### config.mk
export PLATFORM = sky130hd
export DESIGN_NAME = mult_div_unit_flat
export DESIGN_NICKNAME = d
export VERILOG_FILES = /design/src/rtl/mult_div_unit_if.sv /design/src/rtl/mult_div_unit.sv /design/src/flat_wrapper.sv
export SDC_FILE = /design/constraint.sdc
export NUM_CORES = 1
export LEC_CHECK = 0
export ABC_CLOCK_PERIOD_IN_PS = 3890
export CAP_MARGIN = 20
export CORE_MARGIN = 1
export CORE_UTILIZATION = 60
export CTS_CLUSTER_SIZE = 24
export DETAILED_ROUTE_END_ITERATION = 8
export HOLD_SLACK_MARGIN = 0.06
export PLACE_DENSITY = 0.82
export SLEW_MARGIN = 20
export SYNTH_ARGS = -nofsm -noshare
export SYNTH_HDL_FRONTEND = slang
export SYNTH_SLANG_ARGS = --single-unit
### constraint.sdc
create_clock -name clk -period 3.89 [get_ports clk]
set_clock_uncertainty 0.15 [all_clocks]
set_input_delay 0.778 -clock clk [delete_from_list [all_inputs] [get_ports clk]]
set_output_delay 0.778 -clock clk [all_outputs]
set_load 0.005 [all_outputs]
### src/rtl/mult_div_unit_if.sv
// Bus between the pipeline control and mult_div_unit.
//   start/op       : launch a MULT/MULTU/DIV/DIVU (op 00/01/10/11)
//   Rs_data/Rt_data: operands; Rs_data is also the MTHI/MTLO source
//   mthi/mtlo      : move Rs_data into HI/LO
//   busy/done      : operation in progress / one-cycle result-ready pulse
//   HI/LO          : architectural result registers
interface mult_div_unit_if #(
    parameter int unsigned DATA_W = 32
);
    logic              start;
    logic [1:0]        op;
    logic [DATA_W-1:0] Rs_data;
    logic [DATA_W-1:0] Rt_data;
    logic              mthi;
    logic              mtlo;
    logic              busy;
    logic              done;
    logic [DATA_W-1:0] HI;
    logic [DATA_W-1:0] LO;

    modport master (
        output start, op, Rs_data, Rt_data, mthi, mtlo,
        input  busy, done, HI, LO
    );

    modport slave (
        input  start, op, Rs_data, Rt_data, mthi, mtlo,
        output busy, done, HI, LO
    );
endinterface

### src/rtl/mult_div_unit.sv
// Iterative 32-bit multiply/divide unit with HI/LO registers.
//   clk : system clock, rising edge
//   rst : synchronous active-low reset
//   bus : mult_div_unit_if slave (start/op/operands/moves in, busy/done/HI/LO out)
// Fixed latency: 32 CALC cycles + 1 FIX cycle, then a one-cycle DONE state.
// Multiply is radix-2 shift-add, divide is restoring shift-subtract; both work
// on operand magnitudes with signs applied in FIX.
module mult_div_unit #(
    parameter int unsigned DATA_W = 32
) (
    input logic            clk,
    input logic            rst,
    mult_div_unit_if.slave bus
);
    localparam logic [1:0] IDLE = 2'd0;
    localparam logic [1:0] CALC = 2'd1;
    localparam logic [1:0] FIX  = 2'd2;
    localparam logic [1:0] DONE = 2'd3;

    localparam logic [5:0] LAST_ITER = 6'(DATA_W - 1);

    logic [1:0]          state_q, state_d;
    logic [5:0]          cnt_q, cnt_d;
    logic [1:0]          op_q, op_d;
    logic [DATA_W-1:0]   a_q, a_d;       // multiplicand / dividend magnitude
    logic [DATA_W-1:0]   b_q, b_d;       // multiplier / divisor magnitude
    logic [2*DATA_W-1:0] acc_q, acc_d;   // mul: {hi, lo}; div: {rem, quot}
    logic                neg_res_q, neg_res_d;  // negate product / quotient
    logic                neg_rem_q, neg_rem_d;  // negate remainder
    logic                dz_q, dz_d;            // divide by zero
    logic [DATA_W-1:0]   hi_q, hi_d;
    logic [DATA_W-1:0]   lo_q, lo_d;

    logic                is_signed;
    logic [DATA_W-1:0]   a_mag, b_mag;
    logic [DATA_W:0]     mul_sum;
    logic [DATA_W:0]     div_shift, div_diff;
    logic                div_ge;
    logic [2*DATA_W-1:0] mul_step, div_step, prod_neg;

    assign is_signed = ~bus.op[0];
    assign a_mag = (is_signed && bus.Rs_data[DATA_W-1]) ? -bus.Rs_data : bus.Rs_data;
    assign b_mag = (is_signed && bus.Rt_data[DATA_W-1]) ? -bus.Rt_data : bus.Rt_data;

    // Shift-add: add multiplicand to the high half when the current multiplier
    // bit (acc LSB) is set, then shift the whole accumulator right by one.
    assign mul_sum  = {1'b0, acc_q[2*DATA_W-1:DATA_W]} + (acc_q[0] ? {1'b0, a_q} : '0);
    assign mul_step = {mul_sum, acc_q[DATA_W-1:1]};

    // Restoring divide: shift the next dividend bit into the remainder and
    // subtract the divisor only if it does not go negative.
    assign div_shift = acc_q[2*DATA_W-1:DATA_W-1];
    assign div_diff  = div_shift - {1'b0, b_q};
    assign div_ge    = ~div_diff[DATA_W];
    assign div_step  = {(div_ge ? div_diff[DATA_W-1:0] : div_shift[DATA_W-1:0]),
                        acc_q[DATA_W-2:0], div_ge};

    assign prod_neg = -acc_q;

    always_comb begin
        state_d   = state_q;
        cnt_d     = cnt_q;
        op_d      = op_q;
        a_d       = a_q;
        b_d       = b_q;
        acc_d     = acc_q;
        neg_res_d = neg_res_q;
        neg_rem_d = neg_rem_q;
        dz_d      = dz_q;
        hi_d      = hi_q;
        lo_d      = lo_q;
        case (state_q)
            IDLE, DONE: begin
                state_d = IDLE;
                if (bus.start) begin
                    // start wins over a simultaneous move
                    op_d      = bus.op;
                    a_d       = a_mag;
                    b_d       = b_mag;
                    neg_res_d = is_signed && (bus.Rs_data[DATA_W-1] ^ bus.Rt_data[DATA_W-1]);
                    neg_rem_d = is_signed && bus.op[1] && bus.Rs_data[DATA_W-1];
                    dz_d      = bus.op[1] && (bus.Rt_data == '0);
                    acc_d     = bus.op[1] ? {{DATA_W{1'b0}}, a_mag} : {{DATA_W{1'b0}}, b_mag};
                    cnt_d     = '0;
                    state_d   = CALC;
                end else begin
                    if (bus.mthi) hi_d = bus.Rs_data;
                    if (bus.mtlo) lo_d = bus.Rs_data;
                end
            end
            CALC: begin
                acc_d = op_q[1] ? div_step : mul_step;
                cnt_d = cnt_q + 6'd1;
                if (cnt_q == LAST_ITER) state_d = FIX;
            end
            FIX: begin
                if (op_q[1]) begin
                    // Zero divisor leaves the remainder equal to |Rs|; restoring
                    // the dividend sign yields the original Rs_data.
                    lo_d = dz_q      ? '1 :
                           neg_res_q ? -acc_q[DATA_W-1:0] : acc_q[DATA_W-1:0];
                    hi_d = neg_rem_q ? -acc_q[2*DATA_W-1:DATA_W] : acc_q[2*DATA_W-1:DATA_W];
                end else begin
                    {hi_d, lo_d} = neg_res_q ? prod_neg : acc_q;
                end
                state_d = DONE;
            end
            default: state_d = IDLE;
        endcase
    end

    always_ff @(posedge clk) begin
        if (!rst) begin
            state_q   <= IDLE;
            cnt_q     <= '0;
            op_q      <= '0;
            a_q       <= '0;
            b_q       <= '0;
            acc_q     <= '0;
            neg_res_q <= 1'b0;
            neg_rem_q <= 1'b0;
            dz_q      <= 1'b0;
            hi_q      <= '0;
            lo_q      <= '0;
        end else begin
            state_q   <= state_d;
            cnt_q     <= cnt_d;
            op_q      <= op_d;
            a_q       <= a_d;
            b_q       <= b_d;
            acc_q     <= acc_d;
            neg_res_q <= neg_res_d;
            neg_rem_q <= neg_rem_d;
            dz_q      <= dz_d;
            hi_q      <= hi_d;
            lo_q      <= lo_d;
        end
    end

    assign bus.busy = (state_q == CALC) || (state_q == FIX);
    assign bus.done = (state_q == DONE);
    assign bus.HI   = hi_q;
    assign bus.LO   = lo_q;
endmodule

### src/flat_wrapper.sv
// flat-port wrapper written by rule: the top's interface ports become plain ports
module mult_div_unit_flat 
#(
    parameter int unsigned DATA_W = 32
)
  (clk, rst, bus_start, bus_op, bus_Rs_data, bus_Rt_data, bus_mthi, bus_mtlo, bus_busy, bus_done, bus_HI, bus_LO);
  mult_div_unit_if #(.DATA_W(DATA_W)) bus_i ();
  input logic clk;
  input logic rst;
  input wire logic [$bits(bus_i.start)-1:0] bus_start;
  input wire logic [$bits(bus_i.op)-1:0] bus_op;
  input wire logic [$bits(bus_i.Rs_data)-1:0] bus_Rs_data;
  input wire logic [$bits(bus_i.Rt_data)-1:0] bus_Rt_data;
  input wire logic [$bits(bus_i.mthi)-1:0] bus_mthi;
  input wire logic [$bits(bus_i.mtlo)-1:0] bus_mtlo;
  output wire logic [$bits(bus_i.busy)-1:0] bus_busy;
  output wire logic [$bits(bus_i.done)-1:0] bus_done;
  output wire logic [$bits(bus_i.HI)-1:0] bus_HI;
  output wire logic [$bits(bus_i.LO)-1:0] bus_LO;
  assign bus_i.start = bus_start;
  assign bus_i.op = bus_op;
  assign bus_i.Rs_data = bus_Rs_data;
  assign bus_i.Rt_data = bus_Rt_data;
  assign bus_i.mthi = bus_mthi;
  assign bus_i.mtlo = bus_mtlo;
  assign bus_busy = bus_i.busy;
  assign bus_done = bus_i.done;
  assign bus_HI = bus_i.HI;
  assign bus_LO = bus_i.LO;
  mult_div_unit #(.DATA_W(DATA_W)) u_core (.clk(clk), .rst(rst), .bus(bus_i));
endmodule
== Yosys cells after proc, flatten, opt, wreduce, memory -nomap -nowiden ==
Index checks and enable logic that the tools add are counted.

* Register bits: 205
* Bits of input ports: 71
* Word-level logic and storage cells: 72
* Output and inout bits: 66

* Reductions and logical operators: 16
* Eq/ne operators: 9
* Bitwise operators: 3
* $add $sub $neg: 8
* Multiplexer cells: 25

{| class="wikitable"
|+ Operator list
! operator !! number
|-
| 32-bit 2-to-1 mux || 14
|-
| 64-bit 2-to-1 mux || 3
|-
| 32-bit negator || 4
|-
| 32-bit one-hot mux with 2 select lines || 2
|-
| 64-bit one-hot mux with 2 select lines || 1
|-
| 64-bit negator || 1
|-
| 32-bit by 33-bit adder with 33-bit output || 1
|-
| 33-bit by 32-bit subtractor with 33-bit output || 1
|-
| 32-bit logical NOT || 1
|-
| 6-bit one-hot mux with 2 select lines || 1
|-
| 2-bit inequality test (second input constant) || 4
|-
| 6-bit by 1-bit adder with 6-bit output (second input constant) || 1
|-
| 6-bit by 5-bit == test with 1-bit output (second input constant) || 1
|-
| 1-bit logical AND || 6
|-
| 6-bit 2-to-1 mux || 1
|-
| 2-bit one-hot mux with 3 select lines || 1
|-
| 3-bit AND reduction || 2
|-
| 2-bit == test (second input constant) || 2
|-
| 2-bit AND reduction || 2
|-
| 2-bit nonzero test || 2
|-
| 2-bit by 1-bit == test with 1-bit output (second input constant) || 1
|-
| 2-bit logical NOT || 1
|-
| 2-bit 2-to-1 mux || 1
|-
| 2-bit by 1-bit inequality test with 1-bit output (second input constant) || 1
|-
| 5 further kinds || 6
|}

== Logic depth before layout (Yosys ltp) ==
* Depth in word-level cells: 6
* Gate-level depth with buffers: 14

== Least setup slack after synthesis ==
No wires, ideal clock.

* Path type: register -> register
* Start point: reg u_core.acc_q[32]
* End point: reg u_core.acc_q[48]
* Data arrival time: 3.162 ns
* Required time: 3.604 ns
* Cell stages (with the launch flop): 14
* Period minus slack after synthesis: 3.448 ns
* Path slack: 0.442 ns
* Cell sequence: dfxtp_1 > clkbuf_1 > inv_1 > fa_1 > nand2b_1 > a21o_1 > a31o_2 > a2111o_1 > a21oi_4 > mux2i_4 > nand2_4 > buf_6 > mux2i_1 > o221ai_1

* Longest elaborated chain between the ends: 4
* Elaborated cells between the ends (all ways): 5
* Classes of those cells: 2 x add/sub; 3 x mux

{| class="wikitable"
|+ Ends and longest elaborated chain
! what !! RTL line !! RTL
|-
| start, declared || mult_div_unit.sv:27 || <nowiki>logic [2*DATA_W-1:0] acc_q, acc_d;</nowiki>
|-
| start signal, assigned || mult_div_unit.sv:119 || <nowiki>acc_q <= '0;</nowiki>
|-
| start signal, assigned || mult_div_unit.sv:131 || <nowiki>acc_q <= acc_d;</nowiki>
|-
| 33-bit by 32-bit subtractor with 33-bit output || mult_div_unit.sv:53 || <nowiki>assign div_diff = div_shift - {1'b0, b_q};</nowiki>
|-
| 32-bit 2-to-1 mux || mult_div_unit.sv:55 || <nowiki>assign div_step = {(div_ge ? div_diff[DATA_W-1:0] : div_shift[DATA_W-1:0]),</nowiki>
|-
| 64-bit 2-to-1 mux * || mult_div_unit.sv:92 || <nowiki>acc_d = op_q[1] ? div_step : mul_step;</nowiki>
|-
| 64-bit one-hot mux with 2 select lines * || mult_div_unit.sv:72 || <nowiki>case (state_q)</nowiki>
|}

Every way passes the cells marked *; elsewhere a longest branch is shown, timed or not.
A chain may end at the register's enable or synchronous reset.

== Worst setup path in the final report ==
* Start point: reg u_core.acc_q[31]
* End point: reg u_core.acc_q[56]

* Longest elaborated chain between the ends: 4

{| class="wikitable"
|+ Ends and longest elaborated chain
! what !! RTL line
|-
| 33-bit by 32-bit subtractor with 33-bit output || mult_div_unit.sv:53
|-
| 32-bit 2-to-1 mux || mult_div_unit.sv:55
|-
| 64-bit 2-to-1 mux || mult_div_unit.sv:92
|-
| 64-bit one-hot mux with 2 select lines || mult_div_unit.sv:72
|}

Every way passes these cells.

==> flow_metrics.tcl <==
set metrics [dict create \
    status "finished clean" \
    critPathLaunchType "flop" \
    post-synth-top-count-cell "nor2_1" \
    grt_max_degree 91 \
    r2r_start "u_core.acc_q[31]$_SDFFE_PN0P_" \
    critPathMaxFanout 26 \
    gr-total-overflow 0 \
    grtUsageTotal 0.455 \
    cp-end-kind "flop" \
    dieHeight_um 163 \
    synth_edf_count 0 \
    synth_commonest_cells "nor2_1, dfxtp_1, a21oi_1" \
    boundaryPins 137 \
    power_frac_seq 0.289 \
    sw_frac_of_total 0.448 \
    syn_inst 2037 \
    synthTopCellsByArea "dfxtp_1, a211oi_1, ha_1" \
    die_x_um 163 \
    fin_crit_ps 3740 \
    antenna_found_initial 2 \
    wl_per_cell_um 24.4 \
    ys_async_sr_fraction 0 \
    dp.final_hpwl_mm 47.4 \
    crit_required_ps 4160 \
    fmax_mhz 267 \
    numCtsBuffers 24 \
    clkSlewWorstSetupHoldPaths_ps 60 \
    grt_pass1_wl_mm 92.6 \
    syn2layout_area_growth_pct 18.9 \
    final_nets 2327 \
    gp_congestion 1.05 \
    internal-power_mw 6.25 \
    powerDensity_mw_per_mm2 608 \
    insertion_delay_ps 560 \
    synth_top_area_share 0.261 \
    yosys_most_used_dff "dfxtp_1" \
    cts_tree "done" \
    wl_mm 61.8 \
    r2r_end "u_core.acc_q[56]$_SDFFE_PN0P_" \
    drt_iter0_markers 2073 \
    slew_headroom 0.329 \
    hold_depth 2 \
    finalHoldViolCount 0 \
    yosys_warnings 0 \
    crit_path_top_delay_cell "a2111o_1" \
    critical-path-top-delay-family "compound AO/OA/AOI/OAI gates" \
    p_switching_mw 5.06 \
    drv_slew 0 \
    synth-seq-cells 204 \
    dieArea_sq_mm 0.0267 \
    vias 17241 \
    first_pass_iters 6 \
    initial_core_util 0.616 \
    pwr-share-clk 0.201 \
    p_total_mw 11.3 \
    finalCritPeriodShare 0.962 \
    hold_buffers 0 \
    crit_arrival_ps 4010 \
    whs_endpoint "u_core.a_q[30]$_SDFFE_PN0P_" \
    ant_nets 0 \
    synthesis.nets 2182 \
    path_class "reg2reg" \
    leakagePower_nw 7.36 \
    synth_top_area_cell "dfxtp_1" \
    setup_viol 0 \
    ys_types 87 \
    hp-start "u_core.a_q[30]$_SDFFE_PN0P_" \
    max-vdd-ir-drop_v 0.00141 \
    rrSetupSlack_ps 150 \
    h-tree-depth 1 \
    layout-drive-gt1-share 0.101 \
    rows 58 \
    syn_area_sq_mm 0.0156 \
    root_buffer "clkbuf_16" \
    hold_slack_ps 303 \
    vias_per_cell 6.81 \
    slowest_delay_ps 440 \
    path_buf_inv 1 \
    numPortBuffers 136 \
    path_cells "inv_1, ha_1, fa_1, nand2b_1, a21o_1, a31o_2, a2111o_1, a21oi_4, mux2i_4, nand2_4, a211oi_1, o21ai_1" \
    core-area_sq_mm 0.0254 \
    drc 0 \
    combinationalPowerShare 0.510 \
    cts_buffer_depth 3 \
    finalSetupTns_ps 0 \
    worstHoldPathType "reg2reg" \
    rsz0062_at_grt "no" \
    synth_area_per_cell_sq_um 7.68 \
    r2r_cells 12 \
    cts_setup_buffers 0 \
    first_global_vias 16065 \
    cts_num_sinks 204 \
    maxCapViolations 0 \
    yosysSeqAreaShare 0.261 \
    cts.repair.resized 0 \
    worst-slew-pin-transition_ps 1010 \
]
-- final cells by class --
class	count	area, sq um
multi-input combinational	1626	10800
fill	1986	6790
sequential	204	4090
timing repair buffer	253	2250
clock buffer	33	674
tap	330	413
inverter	73	277
clock inverter	11	118
antenna	1	2.50
-- worst max path at each step --
stage                                   from                            end  slack, ps  cells past startpoint
2_1_floorplan  u_core.acc_q[32]$_SDFFE_PN0P_  u_core.acc_q[48]$_SDFFE_PN0P_        440                     13
3_3_place_gp                 bus_Rs_data[20]  u_core.acc_q[29]$_SDFFE_PN0P_       -100                     10
3_5_place_dp                 bus_Rs_data[20]  u_core.acc_q[29]$_SDFFE_PN0P_       -130                     10
4_1_cts        u_core.acc_q[31]$_SDFFE_PN0P_  u_core.acc_q[56]$_SDFFE_PN0P_        210                     12
5_1_grt         u_core.acc_q[0]$_SDFFE_PN0P_  u_core.acc_q[61]$_SDFFE_PN0P_         10                     12
6_report       u_core.acc_q[31]$_SDFFE_PN0P_  u_core.acc_q[56]$_SDFFE_PN0P_        150                     12
-- flip-flops by register name (all words and copies together), names as in the netlist --
name              count
u_core.acc_q         64
u_core.a_q           32
u_core.b_q           32
u_core.bus.HI        32
u_core.bus.LO        32
u_core.cnt_q          6
u_core.state_q        2
u_core.dz_q           1
u_core.neg_rem_q      1
u_core.neg_res_q      1
u_core.op_q           1
-- power by group through the flow --
| stage | clock (mW) | sequential (mW) | combinational, mW |
|---|---|---|---|
| 2_1_floorplan | 0 | 3.07 | 3.64 |
| 5_1_grt | 2.34 | 3.31 | 6.16 |
| 3_3_place_gp | 0 | 3.24 | 5.36 |
| 3_5_place_dp | 0 | 3.26 | 5.50 |
| 4_1_cts | 2.28 | 3.23 | 5.55 |
| 6_report | 2.28 | 3.27 | 5.77 |
-- placed cells by master, fill, tap and decap left out, types with 9 or more instances in the layout --
| cell | synthesis | routed |
|---|---|---|
| nand4_1 | 11 | 11 |
| o21a_1 | 11 | 11 |
| or4_1 | 18 | 18 |
| clkbuf_16 | 0 | 24 |
| a21oi_1 | 179 | 176 |
| mux2i_1 | 61 | 61 |
| ha_1 | 72 | 71 |
| xor2_1 | 80 | 80 |
| nand2_1 | 154 | 154 |
| or3_1 | 20 | 20 |
| nor3_1 | 44 | 44 |
| xnor2_1 | 86 | 86 |
| nor2b_1 | 12 | 12 |
| a21o_1 | 30 | 30 |
| buf_4 | 1 | 116 |
| nand2b_1 | 19 | 19 |
| mux2_2 | 11 | 11 |
| a22oi_1 | 19 | 19 |
| and3_1 | 14 | 14 |
| and2_1 | 41 | 40 |
| nor2_1 | 227 | 225 |
| a31oi_1 | 23 | 23 |
| o31ai_1 | 26 | 26 |
| o221ai_1 | 25 | 25 |
| a211oi_1 | 125 | 125 |
| a211o_1 | 9 | 9 |
| dfxtp_1 | 204 | 203 |
| inv_1 | 72 | 71 |
| o21ai_0 | 112 | 112 |
| o211ai_1 | 21 | 21 |
| nor4_1 | 15 | 15 |
| o41ai_1 | 10 | 10 |
| nand3_1 | 25 | 25 |
| clkdlybuf4s50_1 | 0 | 135 |
| a31o_2 | 9 | 9 |
-- worst reg2reg max path, stage by stage, from the launching register on --
cell	delay, ps
dfxtp_1	330
inv_1	80
ha_1	240
fa_1	400
nand2b_1	200
a21o_1	220
a31o_2	230
a2111o_1	440
a21oi_4	250
mux2i_4	310
nand2_4	280
a211oi_1	360
o21ai_1	120
-- per-stage QoR --
stage	util	cells	setup slack, ps	area (sq um)
after floorplan	-	2037	442	15600
after global routing	0.732	2530	12.4	18600
after CTS	0.731	2529	206	18600
final	0.733	2531	149	18600
after global placement	0.700	2485	-102	17800
after detailed placement	0.700	2485	-133	17800
-- logic make-up (layout without fill, tap and decap cells) --
logic type	after synthesis	count (layout)	synth area share
AO/OA/AOI/OAI	670	670	0.285
AND/OR/NAND/NOR	642	642	0.200
buffers and inverters	207	370	0.0516
flip-flops	204	204	0.261
XOR/XNOR	166	166	0.0929
adder cells (fa/ha/maj)	74	74	0.0602
multiplexers	74	74	0.0494
other	0	1	0
-- routing by layer --
layer | vias to the layer above | part of all wire | track usage
li1 | 7751 | - | -
met1 | 8119 | 0.38 | 0.566
met2 | 1115 | 0.44 | 0.713
met3 | 256 | 0.11 | 0.115
met4 | 0 | 0.065 | 0.258
met5 | - | 0 | 0
Power figures use the tool's default switching activity.
